===== src/rtl/regb_fifo_pkg.sv =====
// Shared constants and helpers for the register-based shift FIFO (regb_fifo).
package regb_fifo_pkg;

    localparam int DEF_WIDTH = 8;
    localparam int DEF_DEPTH = 4;

    // Width needed to hold an occupancy value from 0 to depth inclusive.
    function automatic int count_width(input int depth);
        return $clog2(depth + 1);
    endfunction

endpackage


===== src/rtl/regb_fifo_cell.sv =====
// One data+valid stage of the regb_fifo shift chain. Cell 0 is the head.
// A cell either takes its successor's contents (pop), loads si when it is
// the insertion point, or holds.
module regb_fifo_cell
    import regb_fifo_pkg::*;
#(
    parameter int WIDTH = DEF_WIDTH
) (
    input  logic             clk,
    input  logic             res,
    input  logic [WIDTH-1:0] si,
    input  logic [WIDTH-1:0] nxt_data,
    input  logic             nxt_valid,
    input  logic             prv_valid,
    input  logic             push,
    input  logic             pop,
    output logic [WIDTH-1:0] data,
    output logic             valid
);

    // Cell state update: shift toward the head, load at the tail, or hold.
    always_ff @(posedge clk) begin
        if (res) begin
            // NOTE: data is reset as well as valid, because out must read 0
            // after reset; without that requirement only valid would need it.
            data  <= '0;
            valid <= 1'b0;
        end else if (push && pop) begin
            // Occupancy is unchanged: inner cells shift, the tail cell refills.
            if (nxt_valid) begin
                // NOTE: non-blocking assignments let every cell sample its
                // neighbour's pre-edge value, which is what makes this a shift.
                data <= nxt_data;
            end else if (valid) begin
                data <= si;
            end
        end else if (pop) begin
            data  <= nxt_data;
            valid <= nxt_valid;
        end else if (push && !valid && prv_valid) begin
            data  <= si;
            valid <= 1'b1;
        end
    end

endmodule


===== src/rtl/regb_fifo.sv =====
// regb_fifo: multi-entry register FIFO built from DEPTH shift cells. The head
// cell drives out directly. Optional sticky error flags (ovf/udf/clr_err) are
// present only when REGB_FIFO_ERR_EN is defined.
module regb_fifo
    import regb_fifo_pkg::*;
#(
    parameter int WIDTH = DEF_WIDTH,
    parameter int DEPTH = DEF_DEPTH,
    parameter int CW    = count_width(DEPTH)
) (
    input  logic             clk,
    input  logic             res,
    input  logic [WIDTH-1:0] si,
    input  logic             shift_in,
    input  logic             shift_out,
    output logic [WIDTH-1:0] out,
    output logic             empty,
    output logic             full,
`ifdef REGB_FIFO_ERR_EN
    output logic             ovf,
    output logic             udf,
    input  logic             clr_err,
`endif
    output logic [CW-1:0]    count
);

    logic [WIDTH-1:0] data_arr  [DEPTH];
    logic             valid_arr [DEPTH];
    logic             push;
    logic             pop;
    logic [CW-1:0]    count_nxt;

    // Flags come straight from cell valid bits, so there is no input-to-flag path.
    assign empty = ~valid_arr[0];
    assign full  = valid_arr[DEPTH-1];
    assign out   = data_arr[0];

    assign pop  = shift_out & valid_arr[0];
    assign push = shift_in & (~full | pop);

    for (genvar i = 0; i < DEPTH; i++) begin : g_cell
        logic [WIDTH-1:0] nxt_d;
        logic             nxt_v;
        logic             prv_v;

        if (i == DEPTH - 1) begin : g_tail
            assign nxt_d = data_arr[i];
            assign nxt_v = 1'b0;
        end else begin : g_inner
            assign nxt_d = data_arr[i+1];
            assign nxt_v = valid_arr[i+1];
        end

        if (i == 0) begin : g_head
            assign prv_v = 1'b1;
        end else begin : g_body
            assign prv_v = valid_arr[i-1];
        end

        regb_fifo_cell #(.WIDTH(WIDTH)) u_cell (
            .clk       (clk),
            .res       (res),
            .si        (si),
            .nxt_data  (nxt_d),
            .nxt_valid (nxt_v),
            .prv_valid (prv_v),
            .push      (push),
            .pop       (pop),
            .data      (data_arr[i]),
            .valid     (valid_arr[i])
        );
    end

    // Next occupancy: up on push only, down on pop only.
    always_comb begin
        // NOTE: default first so every path assigns count_nxt and no latch is inferred.
        count_nxt = count;
        if (push && !pop) begin
            count_nxt = count + CW'(1);
        end else if (pop && !push) begin
            count_nxt = count - CW'(1);
        end
    end

    // Occupancy register.
    always_ff @(posedge clk) begin
        if (res) begin
            count <= '0;
        end else begin
            count <= count_nxt;
        end
    end

`ifdef REGB_FIFO_ERR_EN
    logic ovf_set;
    logic udf_set;

    assign ovf_set = shift_in & full & ~shift_out;
    assign udf_set = shift_out & empty;

    // Sticky error flags; a new error in the clearing cycle keeps the flag set.
    always_ff @(posedge clk) begin
        if (res) begin
            ovf <= 1'b0;
            udf <= 1'b0;
        end else begin
            if (ovf_set)      ovf <= 1'b1;
            else if (clr_err) ovf <= 1'b0;
            if (udf_set)      udf <= 1'b1;
            else if (clr_err) udf <= 1'b0;
        end
    end
`endif

endmodule


===== config.mk =====
export PLATFORM = sky130hd
export DESIGN_NAME = regb_fifo
export DESIGN_NICKNAME = d
export VERILOG_FILES = /design/src/rtl/regb_fifo_pkg.sv /design/src/rtl/regb_fifo_cell.sv /design/src/rtl/regb_fifo.sv
export SDC_FILE = /design/constraint.sdc
export NUM_CORES = 1
export LEC_CHECK = 0
export ABC_CLOCK_PERIOD_IN_PS = 4100
export BUFFER_PORTS_ARGS = -buffer_cell sky130_fd_sc_hd__buf_2
export CORE_MARGIN = 2
export CORE_UTILIZATION = 58
export CTS_BUF_LIST = sky130_fd_sc_hd__clkbuf_16
export DETAILED_ROUTE_END_ITERATION = 16
export PLACE_DENSITY = 0.84
export RECOVER_POWER = 25
export SLEW_MARGIN = 20
export SYNTH_ARGS = -nofsm -noshare
export SYNTH_HDL_FRONTEND = slang
export SYNTH_HIERARCHICAL = 1
export SYNTH_SLANG_ARGS = --single-unit

===== constraint.sdc =====
create_clock -name clk -period 4.1 [get_ports clk]
set_clock_uncertainty 0.15 [all_clocks]
set_input_delay 0.615 -clock clk [delete_from_list [all_inputs] [get_ports clk]]
set_output_delay 0.615 -clock clk [all_outputs]
set_load 0.02 [all_outputs]

==> metrics.csv <==
stage;metric;value;unit
critical_path;cell depth of the worst flop-to-flop path;9;
power_and_ir_drop;Peak VDD IR;0.2447;mV
clock_tree;maximum root-to-sink buffer count;2;
power_and_ir_drop;LEAKAGE;0.7436;nW
drt;number of remaining DRC errors;0;
final_layout;utilization after layout;0.6532;
place;Setup Slack @ Placement;1.385;ns
final_layout;fraction of final layout cells with drive strength greater than 1;0.1073;
critical_path;arrival time reported for the critical path endpoint;2.56;ns
min_path;worst hold path startpoint;g_cell[2].u_cell/data[6]$_SDFFE_PP0P_;
critical_path;type of destination of the critical path;flip-flop;
drt;number of DRC violations after detailed-routing iteration 0;172;
synthesis;Commonest cells post-synth;sky130_fd_sc_hd__dfxtp_1 (39), sky130_fd_sc_hd__o21ai_0 (37), sky130_fd_sc_hd__nand3_1 (36);
clock_tree;insertion delay to the later sink of the worst-skew pair;0.28;ns
critical_path;worst reg-to-reg setup slack;1.59;ns
synthesis;top cell type by total area after synthesis;sky130_fd_sc_hd__dfxtp_1;
status;result of the run;finished, final reports clean;
timing;maximum achievable frequency;0.3990;GHz
clock_tree;CTS Root Cell;sky130_fd_sc_hd__clkbuf_16;
die;Die ar.;4248;sq um
critical_path;CP Cell Sequence;nand2_1, a21boi_1, buf_4, ha_1, inv_1, fa_1, xor2_1, or3_1, a21oi_1;
place;HPWL reported at the end of detailed placement;3.273;mm
final_layout;number of nets in the layout;275;
timing;Worst Slack Setup Final;1.593;ns
final_layout;number of diodes;0;
power_and_ir_drop;power density over cell area;414.1;nW/um^2
synthesis;Primary FF master, synth;sky130_fd_sc_hd__dfxtp_1;
timing;Sum Neg Setup Slack;0;ns
final_layout;Layout Cell Area excl Fill;2374;sq um
run;max-capacitance violation count;0;
clock_tree;CTS hold repair buffers;0;
timing;pin slew with the least headroom to its limit;0.9128;ns
critical_path;maximum single-stage delay on the critical path;0.43;ns
final_layout;synthesis-to-finish area growth;9.337;%
synthesis;top-area cell type share of the netlist area;0.3597;
drt;average routed wire per standard cell;15.69;um
clock_tree;number of gates given a new drive strength after cts;0;
die;number of placed I/O pins;25;
place;# port buffers;24;
drt;Total Routed Length;4.848;mm
critical_path;critical register-to-register path startpoint;g_cell[0].u_cell/valid$_SDFFE_PP0P_;
drt;1st-pass router iterations;4;
synthesis;most instantiated library cell after synthesis;sky130_fd_sc_hd__dfxtp_1;
synthesis;flip-flop and latch count after synthesis;39;
min_path;Hold EP;g_cell[1].u_cell/data[6]$_SDFFE_PP0P_;
critical_path;required time worst endpoint;4.16;ns
timing;Setup violations, final;0;
critical_path;CP Launch Type;flip-flop;
grt;number of global-route vias before repair;1764;
critical_path;Crit-path slowest cell;sky130_fd_sc_hd__dfxtp_1;
critical_path;Crit Path Category;flip-flop to flip-flop;
timing;period utilization;0.6113;
die;row cnt;22;
timing;time the final worst path needs with I/O delays and setup;2.507;ns
die;effective utilization at floorplan;0.5975;
synthesis;Cells after Synth;248;
clock_tree;H-tree depth reported by CTS;2;
timing;Rel. slew slack;0.3906;
synthesis;cell types with the largest area share after synthesis;sky130_fd_sc_hd__dfxtp_1 (36%), sky130_fd_sc_hd__a311oi_1 (13%), sky130_fd_sc_hd__a211oi_1 (11%);
place;area post-placement;2256;sq um
critical_path;biggest fanout along the worst timing path;29;
grt;GRT Resource Usage Total;0.2475;
synthesis;async set or reset register ratio after synthesis;0;
clock_tree;Clock Sinks;39;
grt;remaining global-route overflow;0;
drt;count of nets left with antenna violations after detail routing;0;
synthesis;count of different cell masters after synthesis;27;
min_path;Hold Path Cell Cnt;2;
synthesis;Synth Area per Inst;8.753;sq um
synthesis;count of flip-flops with a built-in enable after synthesis;0;
timing;final hold viol count;0;
grt;antenna violations before repair;0;
clock_tree;number of CTS-inserted buffers;5;
critical_path;Setup crit start;g_cell[0].u_cell/valid$_SDFFE_PP0P_;
min_path;HP Class;flip-flop to flip-flop;
synthesis;proportion of synthesized chip area in sequential cells;0.3597;
drt;average via count per standard cell;6.460;
die;die extent in y;65.18;um
synthesis;Yosys warnings;6;
timing;count of pins over their slew limit;0;
grt;largest net degree at the start of global routing;59;
drt;DR vias;1996;
clock_tree;number of post-CTS setup repair buffers;0;
clock_tree;clock-pin slew on the worst setup and hold paths;0.06;ns
final_layout;total of fill cells in the finished design;320;
place;routability cong.;0.7414;
clock_tree;CTS tree;built;
die;horizontal die dimension;65.18;um
critical_path;endpoint of the worst register-to-register path;count[2]$_SDFFE_PP0P_;
timing;RSZ-0062 raised after global routing;no;
die;Core ar.;3633;sq um
synthesis;combined area of all synthesized cells;2171;sq um
grt;global-route wire length before repair;8.328;mm
==> worst max-delay path by stage <==
stage | endpoint | slack [ns] | cells past startpoint
after floorplan | count[2]$_SDFFE_PP0P_ | 0.71 | 8
after global placement | count[2]$_SDFFE_PP0P_ | 1.51 | 10
after detailed placement | count[2]$_SDFFE_PP0P_ | 1.39 | 10
after CTS | count[2]$_SDFFE_PP0P_ | 1.56 | 9
after global routing | count[2]$_SDFFE_PP0P_ | 1.42 | 9
final | count[2]$_SDFFE_PP0P_ | 1.59 | 9
==> metrics by stage <==
stage          std cells  hold slack [ns]  power (mW)
2_1_floorplan        252           0.3224      0.5907
3_3_place_gp         302           0.3186      0.6263
3_5_place_dp         302           0.3361      0.6314
4_1_cts              309           0.3458      0.9887
5_1_grt              309           0.3699       1.031
6_report             309           0.3456      0.9828
==> sequential cells by signal (all words and copies together) (netlist names) <==
register,cells
g_cell.u_cell/valid,4
count,3
g_cell.u_cell/data,32
==> report_power, final <==
part | leakage [nW] | switching, mW | internal (mW)
Combinational | 0.357 | 0.119 | 0.0674
Clock | 0.0671 | 0.142 | 0.218
Sequential | 0.319 | 0.0234 | 0.412
==> per-layer routing <==
metal / GRT usage / part of all wire / vias up
li1: - / - / 1016
met1: 0.3147 / 0.46 / 917
met2: 0.4196 / 0.49 / 58
met3: 0.05651 / 0.047 / 5
met4: 0.07031 / 0.0070 / 0
met5: 0 / 0 / -
==> cell families (layout without fill, tap and decap cells) <==
family,after synthesis,in the layout,synth area share
mux,1,1,0.004611
compound gates,111,111,0.3700
simple gates,60,60,0.1695
flops,39,39,0.3597
xor+xnor,2,2,0.008071
other cells,2,6,0.003460
buf+inv,31,40,0.06974
fa+ha+maj,2,2,0.01499
==> final cells by class <==
cell class | count | area (sq um) | area share
multi-input combinational | 182 | 1254 | 0.5282
sequential | 39 | 780.7 | 0.3289
inverter | 7 | 26.28 | 0.01107
clock inverter | 2 | 8.758 | 0.003690
tap | 48 | 60.06 | 0.02530
clock buffer | 5 | 125.1 | 0.05271
timing repair buffer | 26 | 118.9 | 0.05008
==> worst max-delay path, delay by kind of cell, from the launching register on <==
family | cells | cell delay (ns)
AOI/OAI and AO/OA | 2 | 0.34
xor gates and xnor gates | 1 | 0.15
buffers and inverters | 2 | 0.33
adders and majority gates | 2 | 0.59
DFF | 1 | 0.43
and+or+nand+nor | 2 | 0.45
==> cells in the final DEF (no fill, tap or decap) <==
master	n
sky130_fd_sc_hd__a31oi_1	4
sky130_fd_sc_hd__nand3_1	36
sky130_fd_sc_hd__nor2_1	2
sky130_fd_sc_hd__a21boi_1	1
sky130_fd_sc_hd__a311oi_1	32
sky130_fd_sc_hd__clkinv_2	1
sky130_fd_sc_hd__or2b_1	4
sky130_fd_sc_hd__or3b_1	4
sky130_fd_sc_hd__dfxtp_1	39
sky130_fd_sc_hd__fa_1	1
sky130_fd_sc_hd__a211oi_1	32
sky130_fd_sc_hd__a21o_4	4
sky130_fd_sc_hd__clkbuf_1	13
sky130_fd_sc_hd__nand2_1	1
sky130_fd_sc_hd__or3_1	1
sky130_fd_sc_hd__xor2_1	2
sky130_fd_sc_hd__mux2i_1	1
sky130_fd_sc_hd__conb_1	6
sky130_fd_sc_hd__clkbuf_16	5
sky130_fd_sc_hd__nand3b_1	4
sky130_fd_sc_hd__inv_1	6
sky130_fd_sc_hd__o21ai_0	37
sky130_fd_sc_hd__ha_1	1
sky130_fd_sc_hd__buf_2	11
sky130_fd_sc_hd__clkinv_1	1
sky130_fd_sc_hd__inv_2	1
sky130_fd_sc_hd__and4bb_2	4
sky130_fd_sc_hd__buf_4	2
sky130_fd_sc_hd__nor2b_1	4
sky130_fd_sc_hd__a21oi_1	1
No activity file was read; power rests on OpenSTA's default activity.
